**src/rtl/matmul_engine_pkg.sv**
```systemverilog
// Shared state encoding and width helpers for the matrix-multiply datapath.
package matmul_pkg;

  typedef enum logic [1:0] {
    LOAD    = 2'b00,
    COMPUTE = 2'b01,
    DONE    = 2'b11
  } state_e;

  function automatic int idx_w(input int n);
    return (n > 1) ? $clog2(n) : 1;
  endfunction

  function automatic int addr_w(input int n);
    return idx_w(n * n);
  endfunction

  // Load counter must reach 2*N*N itself so that it saturates rather than wraps.
  function automatic int cnt_w(input int n);
    return $clog2(2 * n * n + 1);
  endfunction

  function automatic int acc_w(input int data_w, input int n);
    return 2 * data_w + $clog2(n);
  endfunction

endpackage

```
**src/rtl/matmul_engine_if.sv**
```systemverilog
// Grant, element-stream and read-port bundle between the matmul controller and matmul_engine.
interface matmul_engine_if #(
  parameter int N      = 4,
  parameter int DATA_W = 8,
  parameter int RES_W  = 20
);

  logic                              g1;
  logic                              g2;
  logic                              g3;
  logic                              load_valid;
  logic [DATA_W-1:0]                 load_data;
  logic [matmul_pkg::addr_w(N)-1:0]  rd_addr;
  logic                              process_ready;
  logic                              process_finish;
  logic [RES_W-1:0]                  rd_data;
  logic                              overflow;

  modport master (
    output g1, g2, g3, load_valid, load_data, rd_addr,
    input  process_ready, process_finish, rd_data, overflow
  );

  modport slave (
    input  g1, g2, g3, load_valid, load_data, rd_addr,
    output process_ready, process_finish, rd_data, overflow
  );

endinterface

```
**src/rtl/matmul_engine_mac.sv**
```systemverilog
// Registered multiply-accumulate; clear empties the accumulator after its final term.
// Defining MATMUL_ENGINE_SATURATE_EN clamps res to RES_W bits instead of truncating.
module mac_unit #(
  parameter int DATA_W = 8,
  parameter int RES_W  = 20,
  parameter int ACC_W  = 18
) (
  input  logic              clock,
  input  logic              reset_n,
  input  logic              en,
  input  logic              clear,
  input  logic [DATA_W-1:0] a,
  input  logic [DATA_W-1:0] b,
  output logic [RES_W-1:0]  res,
  output logic              sat
);

  logic [ACC_W-1:0] acc_q;
  logic [ACC_W-1:0] acc_d;
  logic [ACC_W-1:0] sum;

  always_comb begin
    sum   = acc_q + ACC_W'(a) * ACC_W'(b);
    acc_d = acc_q;
    if (en) begin
      acc_d = clear ? '0 : sum;
    end
  end

  always_comb begin
`ifdef MATMUL_ENGINE_SATURATE_EN
    sat = ((sum >> RES_W) != '0);
    res = sat ? {RES_W{1'b1}} : RES_W'(sum);
`else
    sat = 1'b0;
    res = RES_W'(sum);
`endif
  end

  always_ff @(posedge clock) begin
    if (!reset_n) begin
      acc_q <= '0;
    end else begin
      acc_q <= acc_d;
    end
  end

endmodule

```
**src/rtl/matmul_engine.sv**
```systemverilog
// Matrix-multiply datapath: loads A and B, runs N^3 MAC cycles, then serves C on a read port.
// Result saturation is enabled by defining MATMUL_ENGINE_SATURATE_EN (handled in mac_unit).
module matmul_engine
  import matmul_pkg::*;
#(
  parameter int N      = 4,
  parameter int DATA_W = 8,
  parameter int RES_W  = 20
) (
  input  logic           clock,
  input  logic           reset_n,
  matmul_engine_if.slave bus
);

  localparam int IW    = idx_w(N);
  localparam int AW    = addr_w(N);
  localparam int CW    = cnt_w(N);
  localparam int ACC_W = acc_w(DATA_W, N);

  localparam logic [CW-1:0] NN_C     = CW'(N * N);
  localparam logic [CW-1:0] LOAD_MAX = CW'(2 * N * N);
  localparam logic [IW-1:0] LAST_IDX = IW'(N - 1);
  localparam logic [AW:0]   NN_A     = (AW + 1)'(N * N);

  state_e            state_q, state_d;
  logic [CW-1:0]     cnt_q, cnt_d;
  logic [IW-1:0]     i_q, i_d, j_q, j_d, k_q, k_d;
  logic              ready_q, ready_d;
  logic              finish_q, finish_d;
  logic              overflow_q, overflow_d;
  logic [RES_W-1:0]  rd_data_q, rd_data_d;

  logic [DATA_W-1:0] a_mem [N*N];
  logic [DATA_W-1:0] b_mem [N*N];
  logic [RES_W-1:0]  c_mem [N*N];

  logic              load_we;
  logic              mac_en;
  logic              mac_last;
  logic [AW-1:0]     a_idx, b_idx, c_idx;
  logic [RES_W-1:0]  mac_res;
  logic              mac_sat;

  assign a_idx = AW'(int'(i_q) * N + int'(k_q));
  assign b_idx = AW'(int'(k_q) * N + int'(j_q));
  assign c_idx = AW'(int'(i_q) * N + int'(j_q));

  mac_unit #(
    .DATA_W (DATA_W),
    .RES_W  (RES_W),
    .ACC_W  (ACC_W)
  ) u_mac (
    .clock   (clock),
    .reset_n (reset_n),
    .en      (mac_en),
    .clear   (mac_last),
    .a       (a_mem[a_idx]),
    .b       (b_mem[b_idx]),
    .res     (mac_res),
    .sat     (mac_sat)
  );

  always_comb begin
    state_d    = state_q;
    cnt_d      = cnt_q;
    i_d        = i_q;
    j_d        = j_q;
    k_d        = k_q;
    ready_d    = ready_q;
    finish_d   = finish_q;
    overflow_d = overflow_q;
    rd_data_d  = '0;
    load_we    = 1'b0;
    mac_en     = 1'b0;
    mac_last   = 1'b0;

    unique case (state_q)
      LOAD: begin
        // Starting the compute takes priority over a load offered on the same cycle.
        if (ready_q && bus.g2) begin
          state_d = COMPUTE;
        end else if (bus.load_valid && bus.g1 && (cnt_q < LOAD_MAX)) begin
          load_we = 1'b1;
          cnt_d   = cnt_q + CW'(1);
          if (cnt_q == LOAD_MAX - CW'(1)) begin
            ready_d = 1'b1;
          end
        end
      end
      COMPUTE: begin
        mac_en   = 1'b1;
        mac_last = (k_q == LAST_IDX);
        k_d      = mac_last ? '0 : k_q + IW'(1);
        if (mac_last) begin
          overflow_d = overflow_q | mac_sat;
          j_d        = (j_q == LAST_IDX) ? '0 : j_q + IW'(1);
          if (j_q == LAST_IDX) begin
            i_d = (i_q == LAST_IDX) ? '0 : i_q + IW'(1);
            if (i_q == LAST_IDX) begin
              finish_d = 1'b1;
              state_d  = DONE;
            end
          end
        end
      end
      DONE: begin
        if (bus.g3 && ({1'b0, bus.rd_addr} < NN_A)) begin
          rd_data_d = c_mem[bus.rd_addr];
        end
      end
      default: begin
        state_d = LOAD;
      end
    endcase
  end

  always_ff @(posedge clock) begin
    if (!reset_n) begin
      state_q    <= LOAD;
      cnt_q      <= '0;
      i_q        <= '0;
      j_q        <= '0;
      k_q        <= '0;
      ready_q    <= 1'b0;
      finish_q   <= 1'b0;
      overflow_q <= 1'b0;
      rd_data_q  <= '0;
    end else begin
      state_q    <= state_d;
      cnt_q      <= cnt_d;
      i_q        <= i_d;
      j_q        <= j_d;
      k_q        <= k_d;
      ready_q    <= ready_d;
      finish_q   <= finish_d;
      overflow_q <= overflow_d;
      rd_data_q  <= rd_data_d;
    end
  end

  // Matrix storage is deliberately not reset; only writes are suppressed while in reset.
  always_ff @(posedge clock) begin
    if (reset_n && load_we) begin
      if (cnt_q < NN_C) begin
        a_mem[AW'(cnt_q)] <= bus.load_data;
      end else begin
        b_mem[AW'(cnt_q - NN_C)] <= bus.load_data;
      end
    end
    if (reset_n && mac_last) begin
      c_mem[c_idx] <= mac_res;
    end
  end

  assign bus.process_ready  = ready_q;
  assign bus.process_finish = finish_q;
  assign bus.rd_data        = rd_data_q;
  assign bus.overflow       = overflow_q;

endmodule
```
**src/flat_wrapper.sv**
```systemverilog
// flat-port wrapper written by rule: the top's interface ports become plain ports
module matmul_engine_flat import matmul_pkg::*;
#(
  parameter int N      = 4,
  parameter int DATA_W = 8,
  parameter int RES_W  = 20
)
  (clock, reset_n, bus_g1, bus_g2, bus_g3, bus_load_valid, bus_load_data, bus_rd_addr, bus_process_ready, bus_process_finish, bus_rd_data, bus_overflow);
  matmul_engine_if #(.N(N), .DATA_W(DATA_W), .RES_W(RES_W)) bus_i ();
  input  logic clock;
  input  logic reset_n;
  input wire logic [$bits(bus_i.g1)-1:0] bus_g1;
  input wire logic [$bits(bus_i.g2)-1:0] bus_g2;
  input wire logic [$bits(bus_i.g3)-1:0] bus_g3;
  input wire logic [$bits(bus_i.load_valid)-1:0] bus_load_valid;
  input wire logic [$bits(bus_i.load_data)-1:0] bus_load_data;
  input wire logic [$bits(bus_i.rd_addr)-1:0] bus_rd_addr;
  output wire logic [$bits(bus_i.process_ready)-1:0] bus_process_ready;
  output wire logic [$bits(bus_i.process_finish)-1:0] bus_process_finish;
  output wire logic [$bits(bus_i.rd_data)-1:0] bus_rd_data;
  output wire logic [$bits(bus_i.overflow)-1:0] bus_overflow;
  assign bus_i.g1 = bus_g1;
  assign bus_i.g2 = bus_g2;
  assign bus_i.g3 = bus_g3;
  assign bus_i.load_valid = bus_load_valid;
  assign bus_i.load_data = bus_load_data;
  assign bus_i.rd_addr = bus_rd_addr;
  assign bus_process_ready = bus_i.process_ready;
  assign bus_process_finish = bus_i.process_finish;
  assign bus_rd_data = bus_i.rd_data;
  assign bus_overflow = bus_i.overflow;
  matmul_engine #(.N(N), .DATA_W(DATA_W), .RES_W(RES_W)) u_core (.clock(clock), .reset_n(reset_n), .bus(bus_i));
endmodule
```
**config.mk**
```make
export PLATFORM = sky130hd
export DESIGN_NAME = matmul_engine_flat
export DESIGN_NICKNAME = d
export VERILOG_FILES = /design/src/rtl/matmul_engine_pkg.sv /design/src/rtl/matmul_engine_if.sv /design/src/rtl/matmul_engine_mac.sv /design/src/rtl/matmul_engine.sv /design/src/flat_wrapper.sv
export SDC_FILE = /design/constraint.sdc
export NUM_CORES = 1
export LEC_CHECK = 0
export CAP_MARGIN = 20
export CORE_MARGIN = 2
export CORE_UTILIZATION = 62
export CTS_CLUSTER_DIAMETER = 100
export CTS_CLUSTER_SIZE = 8
export DETAILED_ROUTE_END_ITERATION = 6
export PLACE_DENSITY = 0.87
export RECOVER_POWER = 100
export SLEW_MARGIN = 20
export SYNTH_ARGS = -nofsm -noshare
export SYNTH_HDL_FRONTEND = slang
export SYNTH_SLANG_ARGS = --single-unit
```
**constraint.sdc**
```tcl
create_clock -name clock -period 6.7 [get_ports clock]
set_input_delay 1.675 -clock clock [delete_from_list [all_inputs] [get_ports clock]]
set_output_delay 1.675 -clock clock [all_outputs]
set_load 0.05 [all_outputs]
```
Yosys cells after proc, flatten, opt, wreduce, memory -nomap -nowiden
Memory sizes are Yosys's and may differ from the RTL's. A register that Yosys moved wholly into a read port is not among the register bits.
Index checks and enable logic that the tools add are counted.
W data, S select, Z words.

cells by class
  $add $sub $neg = 9
  multipliers = 1
  order comparisons = 2
  equal/unequal tests = 10
  mux-type cells = 22
  bitwise logic cells = 2
  reduce and logical (&&, ||, !) cells = 14

operators with widths
  operator               count
  $add A18 B16 Y18       1
  $mux W18               1
  $mul A8 B8 Y16         1
  $mux W2                7
  $mux W1                13
  $add A4 B2 Y4          3
  $reduce_and A3 Y1      3
  $eq A2 B2 Y1 const B   4
  $ne A2 B1 Y1 const B   4
  $reduce_and A4 Y1      2
  $add A2 B1 Y2 const B  3
  $add A6 B1 Y6 const B  1
  $eq A6 B5 Y1 const B   1
  $lt A6 B5 Y1 const B   1
  $lt A6 B6 Y1 const B   1
  $pmux W2 S3            1
  $logic_and A1 B1 Y1    5
  $reduce_and A5 Y1      1
  $sub A4 B1 Y4 const B  1
  $eq A2 B1 Y1 const B   1
  $logic_not A2 Y1       1
  $not A1 Y1             2
  $reduce_and A2 Y1      1
  $logic_not A1 Y1       1

word-level totals
  register bits after elaboration = 54
  bits in writable memories = 544
  input port bits = 18
  output and inout port bits = 23
  logic and storage cells = 72
  memories kept = 3

memories
  name          depth  bits a word  rd ports  clocked after memory_dff  wr ports  line                 RTL
  u_core.c_mem  16     18           1         1                         1         matmul_engine.sv:35  logic [RES_W-1:0] c_mem [N*N];
  u_core.a_mem  16     8            1         0                         1         matmul_engine.sv:33  logic [DATA_W-1:0] a_mem [N*N];
  u_core.b_mem  16     8            1         0                         1         matmul_engine.sv:34  logic [DATA_W-1:0] b_mem [N*N];

Longest topological paths before layout
Gate-level depths: netlist of the first run.

  depth after elaboration = 8
  mapped depth = 21

By module
Synthesis of the first run repeated with hierarchy kept, for this count alone.

unflattened totals
  cell total of the unflattened synthesis = 1,457
  area total of the unflattened synthesis = 26,756.9 sq um

by module, submodules not included
  module         times used  cells each  area an instance (sq um)  seq. area each (sq um)
  matmul_engine  1           1,074       23,470.0                  18,037.3
  mac_unit       1           383         3,286.9                   360.3

Least setup slack after synthesis of the first run
OpenSTA, ideal clock, no wires.

  path type = register to register
  from = reg u_core.i_q[0]
  to = mem u_core.c_mem[0][17] (netlist bit), data pin
  library setup time = 0.289 ns
  arrival time = 5.714 ns
  required time = 6.411 ns
  setup slack = 0.697 ns
  cell stages (with the launch flop) = 17
  buffers on the path = 2
  clock period less this slack = 6.003 ns
  cell sequence = dfxtp_1 -> clkbuf_1 -> clkbuf_1 -> mux4_2 -> mux4_2 -> and2_1 -> fa_1 -> fa_1 -> fa_1 -> fa_1 -> ha_1 -> a21o_1 -> a21oi_1 -> a21oi_1 -> or2_2 -> o211a_1 -> xor2_1

between the ends
  cells in the longest elaborated chain, start to end = 4

RTL lines
  item                    line                     RTL
  start, declared         matmul_engine.sv:27      logic [IW-1:0] i_q, i_d, j_q, j_d, k_q, k_d;
  start signal, assigned  matmul_engine.sv:131     i_q <= i_d;
  $add A4 B2 Y4           matmul_engine.sv:44      assign a_idx = AW'(int'(i_q) * N + int'(k_q));
  $mem_v2 Z16 W8          -
  $mul A8 B8 Y16          matmul_engine_mac.sv:23  sum = acc_q + ACC_W'(a) * ACC_W'(b);
  $add A18 B16 Y18        matmul_engine_mac.sv:23
  net u_core.mac_res[17]  matmul_engine.sv:41      logic [RES_W-1:0] mac_res;
  end, declared           matmul_engine.sv:35

The timed path passes the listed nets, and every way through them passes these cells.

Final worst setup path of the first run
  from = reg u_core.j_q[0]
  to = mem u_core.c_mem[11][12] (netlist bit), data pin

between the ends
  cells in the longest elaborated chain, start to end = 4

RTL lines
  item                    line                     RTL
  start, declared         matmul_engine.sv:27
  start signal, assigned  matmul_engine.sv:132     j_q <= j_d;
  $add A4 B2 Y4           matmul_engine.sv:45      assign b_idx = AW'(int'(k_q) * N + int'(j_q));
  $mem_v2 Z16 W8          -
  $mul A8 B8 Y16          matmul_engine_mac.sv:23
  $add A18 B16 Y18        matmul_engine_mac.sv:23
  net u_core.mac_res[12]  matmul_engine.sv:41

The timed path passes the listed nets, and every way through them passes these cells.

==> summary.log, run 1 <==
INFO  setup_path     critical_path_required=7030ps
INFO  final_layout   fillCellCount=2387
INFO  synthesis      synth_edf_count=544
INFO  power_and_ir_drop powerDensity=295nW/um2
INFO  sta            timing.final.crit_share=0.952
INFO  synthesis      post_synth_instance_area=25600um2
INFO  clock_network  cts_setup_buffers=0
INFO  sta            timing.final.ws_setup=319ps
INFO  floorplanning  die_h=207um
INFO  synthesis      total_number_of_yosys_warnings=0
INFO  sta            grt_setup_unrepaired=no
INFO  sta            worstMarginPinSlew=1760ps
INFO  synthesis      synth.yosys.seq_area_share=0.679
INFO  synthesis      syn-instance-count=1391
INFO  synthesis      xor_xnor_cell_area_share_of_the_yosys_netlist=0.00514
INFO  route          drt.antenna.violating_nets=0
INFO  synthesis      synth.area.mux_share=0.147
INFO  synthesis      synth_compound_area_frac=0.0267
INFO  route          drt-vias-per-instance=6.40
INFO  placement      number_of_input_and_output_port_buffers_inserted=37
INFO  placement      hpwl_dp=32900um
INFO  setup_path     cp_cell_sequence=buf_12, mux4_1, mux4_2, and2_1, fa_1, fa_1, fa_1, fa_1, ha_1, nand2_1, o32ai_1, o21ai_0, o21bai_1, xor2_1, clkbuf_1
INFO  clock_network  cts.sinks=596
INFO  floorplanning  fp.dieArea=42900um2
INFO  placement      dpl_worst_slack=169ps
INFO  global_route   grt_overflow_total=0
INFO  floorplanning  floorplan.initialDensity=0.628
INFO  setup_path     critical_path_peak_fanout=19
INFO  synthesis      post_synthesis_simple_gate_area_fraction=0.0488
INFO  sta            clock.fmax=0.157GHz
INFO  clock_network  post_cts.resized_instances=0
INFO  final_layout   multi_input_area=7510um2
INFO  final_layout   instances_no_fill=2089
INFO  status         status=finished with violations
INFO  floorplanning  fp-row-count=74
INFO  synthesis      synth_seq_cells=596
INFO  clock_network  holdBufCountCts=0
INFO  final_layout   n_antenna_cell=0
INFO  global_route   grt_start_max_net_pins=57
INFO  clock_network  root_buffer=clkbuf_16
INFO  flow_run       max-cap-violations=11
INFO  clock_network  path_clk_slew=50ps
INFO  sta            report.final.slew_viol_count=205
INFO  route          drt_pass1_iterations=6
INFO  global_route   grt_first_pass_wirelength=86600um
INFO  clock_network  tritoncts=done
INFO  setup_path     cpPeakStageDelay=640ps
INFO  sta            holdWs=498ps
INFO  final_layout   areaGrowthSynthToFinish=13.3%
INFO  setup_path     startpoint_type=flip-flop
INFO  final_layout   regArea=17400um2
INFO  setup_path     critical_path.endpoint_type=flip-flop
INFO  min_path       worst_hold_path_type=flip-flop to flip-flop
INFO  setup_path     cpLargestDelayFamily=adder cells
INFO  setup_path     crit_path_arrival_time=6710ps
INFO  power_and_ir_drop static_leak=9.83nW
INFO  status         violations=capacitance limit, slew limit
INFO  final_layout   final_layout_size_suffix_gt1_frac=0.154
INFO  synthesis      dominant_combinational_cell_family_by_area_after_synthesis=multiplexers
INFO  setup_path     critPathBufInv=2
INFO  sta            slew_headroom=-0.174
INFO  placement      gp_congestion=0.828
INFO  global_route   grt_antenna_before_repair=1
INFO  floorplanning  pin_count=41
INFO  setup_path     cp_slowest_cell=mux4_1
INFO  power_and_ir_drop totalPowerFinal=8.55mW
INFO  placement      place.detailed.instances=1934
INFO  floorplanning  die-width=207um
INFO  global_route   vias_in_the_first_global_route=14277
INFO  global_route   grt_use_total=0.271
INFO  clock_network  clock_tree.buffer_depth=3
INFO  synthesis      post_synth_fa_ha_maj_area_fraction=0.0651
INFO  final_layout   nets=1609
INFO  route          remaining_drc_errors=0
INFO  sta            setup_violations=0
INFO  clock_network  clock_insertion_delay_worst_skew=620ps
INFO  route          detailroute.via_count=13371
INFO  floorplanning  core_region_area=40700um2
INFO  synthesis      synth.avg_cell_area=18.4um2
INFO  route          drtIter0Drc=1489
INFO  setup_path     criticalPathCategory=flip-flop to flip-flop
INFO  synthesis      synth_cell_type_count=53
INFO  sta            setup_total_negative_slack=0ps
INFO  setup_path     worst_path_most_repeated_cell=fa_1
INFO  sta            fin_crit=6380ps
INFO  clock_network  number_of_h_tree_levels=3
INFO  route          drt_wl_total=56700um
INFO  sta            final_hold_violation_count=0
INFO  clock_network  cts_buffer_count=84
INFO  power_and_ir_drop ir_worst_vdd=331uV
INFO  synthesis      async_set_reset_flop_share_out_of_synthesis=0
INFO  route          post_drt_wl_per_cell=27.1um
INFO  sta            worst_clock_skew=27.3ps
INFO  synthesis      postSynth.topFlopCell=edfxtp_1
==> metrics by stage <==
step	utilization	instance area (um2)
floorplan	-	25600
global route	0.711	29000
CTS	0.714	29100
global placement	0.653	26600
detailed placement	0.653	26600
finish	0.711	29000
==> layout make-up <==
type | count | share of cell area
clock buffer | 149 | 0.0825
clock inverter | 6 | 0.00346
inverter | 103 | 0.0133
multi-input combinational | 632 | 0.259
sequential | 596 | 0.600
tap | 532 | 0.0230
timing repair buffer | 71 | 0.0184
==> synth_stat cells, drive strengths merged (2+ instances only) <==
library cell / number / area [um2]
edfxtp: 544 / 16300
mux4: 152 / 3540
inv: 103 / 387
and2: 57 / 357
ha: 53 / 663
dfxtp: 52 / 1040
nor2: 51 / 191
fa: 50 / 1000
nand2: 47 / 176
a211oi: 37 / 278
nor2b: 37 / 231
clkbuf: 33 / 124
buf: 29 / 198
mux2i: 22 / 220
a21oi: 20 / 100
nand3: 12 / 60.1
nor3: 9 / 45.0
xnor2: 8 / 70.1
xor2: 7 / 61.3
a22o: 6 / 52.6
and3: 6 / 37.5
a22oi: 5 / 37.5
nor3b: 5 / 42.5
o21ai: 5 / 25.0
a21o: 4 / 30.0
nand2b: 4 / 25.0
o211ai: 4 / 30.0
or2: 4 / 25.0
a31oi: 3 / 18.8
nand4: 3 / 18.8
o21a: 3 / 22.5
nand3b: 2 / 15.0
o2111ai: 2 / 17.5
o21bai: 2 / 15.0
==> worst register-to-register path: stages (launching register included) <==
cell      delay (ps)
dfxtp_2          440
buf_12           210
mux4_1           650
mux4_2           600
and2_1           220
fa_1             430
fa_1             480
fa_1             560
fa_1             410
ha_1             380
nand2_1           80
o32ai_1          480
o21ai_0          200
o21bai_1         220
xor2_1           250
clkbuf_1         500
==> logic make-up (layout without fill, tap and decap cells) <==
kind of cell             after synthesis  after routing
flip-flops                           596            596
AND/OR/NAND/NOR                      240            240
multiplexers                         174            174
buffers and inverters                165            329
adder cells (fa/ha/maj)              103            103
AO/OA/AOI/OAI                         97             97
XOR/XNOR                              15             15
other                                  1              3
==> placed cells by master, fill, tap and decap left out, drive strengths merged, types with 5 or more instances in the layout <==
cell	synthesis	layout
and2	57	57
and3	6	6
clkbuf	33	179
nand3	12	12
xor2	7	7
buf	29	15
a21oi	20	20
nor2	51	51
mux2i	22	22
xnor2	8	8
a211oi	37	37
dfxtp	52	52
a22oi	5	5
fa	50	50
a22o	6	6
nor3b	5	5
edfxtp	544	544
dlygate4sd3	0	22
nand2	47	47
o21ai	5	5
ha	53	53
nor3	9	9
nor2b	37	37
mux4	152	152
inv	103	106
==> metal layers <==
metal | track usage | routed length [um] | up-vias | share of wire
li1 | - | - | 5612 | -
met1 | 0.340 | 20600 | 6913 | 0.36
met2 | 0.472 | 29900 | 695 | 0.53
met3 | 0.0506 | 4210 | 149 | 0.074
met4 | 0.107 | 2000 | 2 | 0.035
met5 | 0 | 13 | - | 0.00023
==> registers in the layout, indices dropped and copies added, names as in the netlist <==
signal and cells:
u_core.c_mem 288, u_core.a_mem 128, u_core.b_mem 128, u_core.bus.rd_data 18, u_core.u_mac.acc_q 18, u_core.cnt_q 6
u_core.i_q 2, u_core.j_q 2, u_core.k_q 2, u_core.state_q 2, u_core.bus.process_finish 1, u_core.bus.process_ready 1
==> report_power, final <==
group	switching, mW	total [mW]	internal (mW)
sequential	0.00153	4.17	4.17
combinational	0.300	0.425	0.125
clock	1.55	3.95	2.41
==> path summary, 6_finish.rpt <==
| path | depth (start not counted) | slack, ps | to | startpoint |
|---|---|---|---|---|
| max reg2reg | 15 | 320 | u_core.c_mem[11][12] | u_core.j_q[0] |
| min reg2reg | 1 | 500 | u_core.u_mac.acc_q[16] | u_core.u_mac.acc_q[16] |
| min | 1 | 500 | u_core.u_mac.acc_q[16] | u_core.u_mac.acc_q[16] |
| max | 15 | 320 | u_core.c_mem[11][12] | u_core.j_q[0] |
Power figures use the tool's default switching activity.
==> inputs of run 2 (changes only) <==
- CORE_MARGIN: 2 -> 5
==> summary.log, run 2 (synthesis results as in run 1) <==
INFO  status         status=finished with violations
INFO  status         violations=capacitance limit, slew limit
INFO  placement      dpl_worst_slack=189ps [+20.5 ps]
INFO  global_route   grt_start_max_net_pins=48 [-16%]
INFO  power_and_ir_drop static_leak=9.84nW [about the same]
INFO  global_route   vias_in_the_first_global_route=14059 [-1.5%]
INFO  sta            fin_crit=6330ps [-50.9 ps]
INFO  final_layout   multi_input_area=7510um2 [unchanged]
INFO  setup_path     critical_path_peak_fanout=24 [+5]
INFO  floorplanning  fp.dieArea=45400um2 [+5.9%]
INFO  route          remaining_drc_errors=0 [unchanged]
INFO  clock_network  clock_tree.buffer_depth=3 [unchanged]
INFO  sta            setup_violations=0 [unchanged]
INFO  placement      number_of_input_and_output_port_buffers_inserted=37 [unchanged]
INFO  sta            timing.final.ws_setup=370ps [+50.9 ps]
INFO  setup_path     startpoint_type=flip-flop
INFO  sta            worst_clock_skew=26.1ps [-1.21 ps]
INFO  clock_network  cts.sinks=596 [unchanged]
INFO  clock_network  cts_setup_buffers=0 [unchanged]
INFO  final_layout   biggestRegsByFlops=u_core.c_mem x288, u_core.a_mem x128, u_core.b_mem x128
INFO  clock_network  holdBufCountCts=0 [unchanged]
INFO  floorplanning  die-width=213um [+2.9%]
INFO  sta            timing.final.crit_share=0.945 [-0.00759]
INFO  final_layout   fillCellCount=2326 [-2.6%]
INFO  power_and_ir_drop ir_worst_vdd=446uV [+35%]
INFO  setup_path     criticalPathCategory=flip-flop to flip-flop
INFO  global_route   grt_use_total=0.256 [-0.0156]
INFO  final_layout   final_layout_size_suffix_gt1_frac=0.156 [+0.00179]
INFO  final_layout   regArea=17400um2 [unchanged]
INFO  sta            worstMarginPinSlew=1770ps [+6.26 ps]
INFO  final_layout   instances_no_fill=2084 [-0.24%]
INFO  sta            clock.fmax=0.158GHz [+0.80%]
INFO  floorplanning  fp-row-count=74 [unchanged]
INFO  sta            grt_setup_unrepaired=no
INFO  clock_network  root_buffer=clkbuf_16
INFO  route          drt_wl_total=56300um [-0.72%]
INFO  power_and_ir_drop powerDensity=293nW/um2 [-0.68%]
INFO  final_layout   largest_register_ff_count=288 [unchanged]
INFO  setup_path     crit_path_arrival_time=6640ps [-70 ps]
INFO  setup_path     rr_startpoint=u_core.j_q[0]
INFO  clock_network  cts_buffer_count=84 [unchanged]
INFO  final_layout   n_antenna_cell=0 [unchanged]
INFO  min_path       worst_hold_path_type=flip-flop to flip-flop
INFO  final_layout   areaGrowthSynthToFinish=13.2% [about the same]
INFO  clock_network  post_cts.resized_instances=0 [unchanged]
INFO  clock_network  path_clk_slew=50ps [about the same]
INFO  sta            setup_total_negative_slack=0ps [unchanged]
INFO  min_path       hold_path_startpoint=u_core.u_mac.acc_q[14]
INFO  final_layout   most-common-layout-cells=edfxtp_1, mux4_2, inv_1
INFO  setup_path     reg2reg_setup_slack=370ps [+50 ps]
INFO  placement      gp_congestion=0.842 [+1.7%]
INFO  route          drt-vias-per-instance=6.39 [-0.19%]
INFO  route          drt.antenna.violating_nets=0 [unchanged]
INFO  flow_run       max-cap-violations=15 [+4]
INFO  power_and_ir_drop totalPowerFinal=8.49mW [-0.74%]
INFO  global_route   grt_antenna_before_repair=2 [+1]
INFO  final_layout   max_flop_register=u_core.c_mem
INFO  global_route   grt_first_pass_wirelength=85600um [-1.2%]
INFO  global_route   grt_overflow_total=0 [unchanged]
INFO  final_layout   postLayoutCoreUtil=0.709 [-0.00204]
INFO  placement      place.detailed.instances=1937 [+0.16%]
INFO  setup_path     critical_path.endpoint_type=flip-flop
INFO  route          drtIter0Drc=1443 [-3.1%]
INFO  route          post_drt_wl_per_cell=27.0um [-0.48%]
INFO  floorplanning  floorplan.initialDensity=0.626 [-0.00142]
INFO  placement      hpwl_dp=32200um [-2.1%]
INFO  floorplanning  pin_count=41 [unchanged]
INFO  floorplanning  die_h=213um [+2.9%]
INFO  clock_network  clock_insertion_delay_worst_skew=610ps [about the same]
INFO  route          detailroute.via_count=13314 [-0.43%]
INFO  floorplanning  core_region_area=40800um2 [+0.23%]
INFO  sta            report.final.slew_viol_count=328 [+60%]
INFO  sta            slew_headroom=-0.178 [-0.00351]
INFO  setup_path     critical_path_required=7010ps [-20 ps]
INFO  clock_network  tritoncts=done
INFO  clock_network  number_of_h_tree_levels=3 [unchanged]
INFO  final_layout   nets=1612 [+0.19%]
INFO  final_layout   layout.cells.most_common=edfxtp_1
INFO  route          drt_pass1_iterations=5 [-1]
INFO  setup_path     critPathLaunch=u_core.j_q[0]
INFO  sta            final_hold_violation_count=0 [unchanged]
==> run 2: changes by cell type in the layout (fill, tap and decap cells not counted), moves of 2 or more <==
cell,previous run,this run
and2_1,37,40
dlygate4sd3_1,22,24
clkbuf_1,90,81
and2_0,20,17
==> run 2: stage by stage <==
step | instance area, um2 | hold slack [ps]
final | 28900 | 483
after global routing | 28900 | 501
after CTS | 29100 | 487
after detailed placement | 26600 | 468
after global placement | 26600 | 474
after floorplan | 25600 | 449
==> run 2: layout make-up <==
type,count,share of cell area
flip-flops and latches,596,0.600
multi-input cells,632,0.259
clock buffers,141,0.0807
well taps,532,0.0230
repair buffers,74,0.0200
inverters,103,0.0134
clock inverters,6,0.00307
==> run 2: final timing paths <==
check / endpoint / cells after the start
max: u_core.c_mem[8][17] / 16
min: u_core.u_mac.acc_q[14] / 1
max reg2reg: u_core.c_mem[8][17] / 16
min reg2reg: u_core.u_mac.acc_q[14] / 1
==> run 2: layer usage <==
layer,share of wire,track usage
met2,0.52,0.437
met1,0.37,0.335
met5,0.00023,0
met4,0.034,0.0894
met3,0.077,0.0489
==> run 2: report_power, final <==
| group | leakage, nW | total, mW | switching, mW | internal [mW] |
|---|---|---|---|---|
| clock network | 1.16 | 3.89 | 1.50 | 2.39 |
| registers | 5.25 | 4.17 | 0.00168 | 4.17 |
| logic | 3.43 | 0.427 | 0.297 | 0.131 |
| total | 9.84 | 8.49 | 1.80 | 6.69 |
==> run 2: worst max-delay path: stages (launching register included) <==
cell	delay, ps
dfxtp_2	440
buf_12	230
mux4_1	610
mux4_2	580
and2_0	230
fa_1	510
fa_1	500
fa_1	490
inv_1	50
fa_1	470
inv_1	40
ha_1	350
a21oi_1	210
a21oi_1	140
or2_2	330
o211a_1	290
xor2_2	540
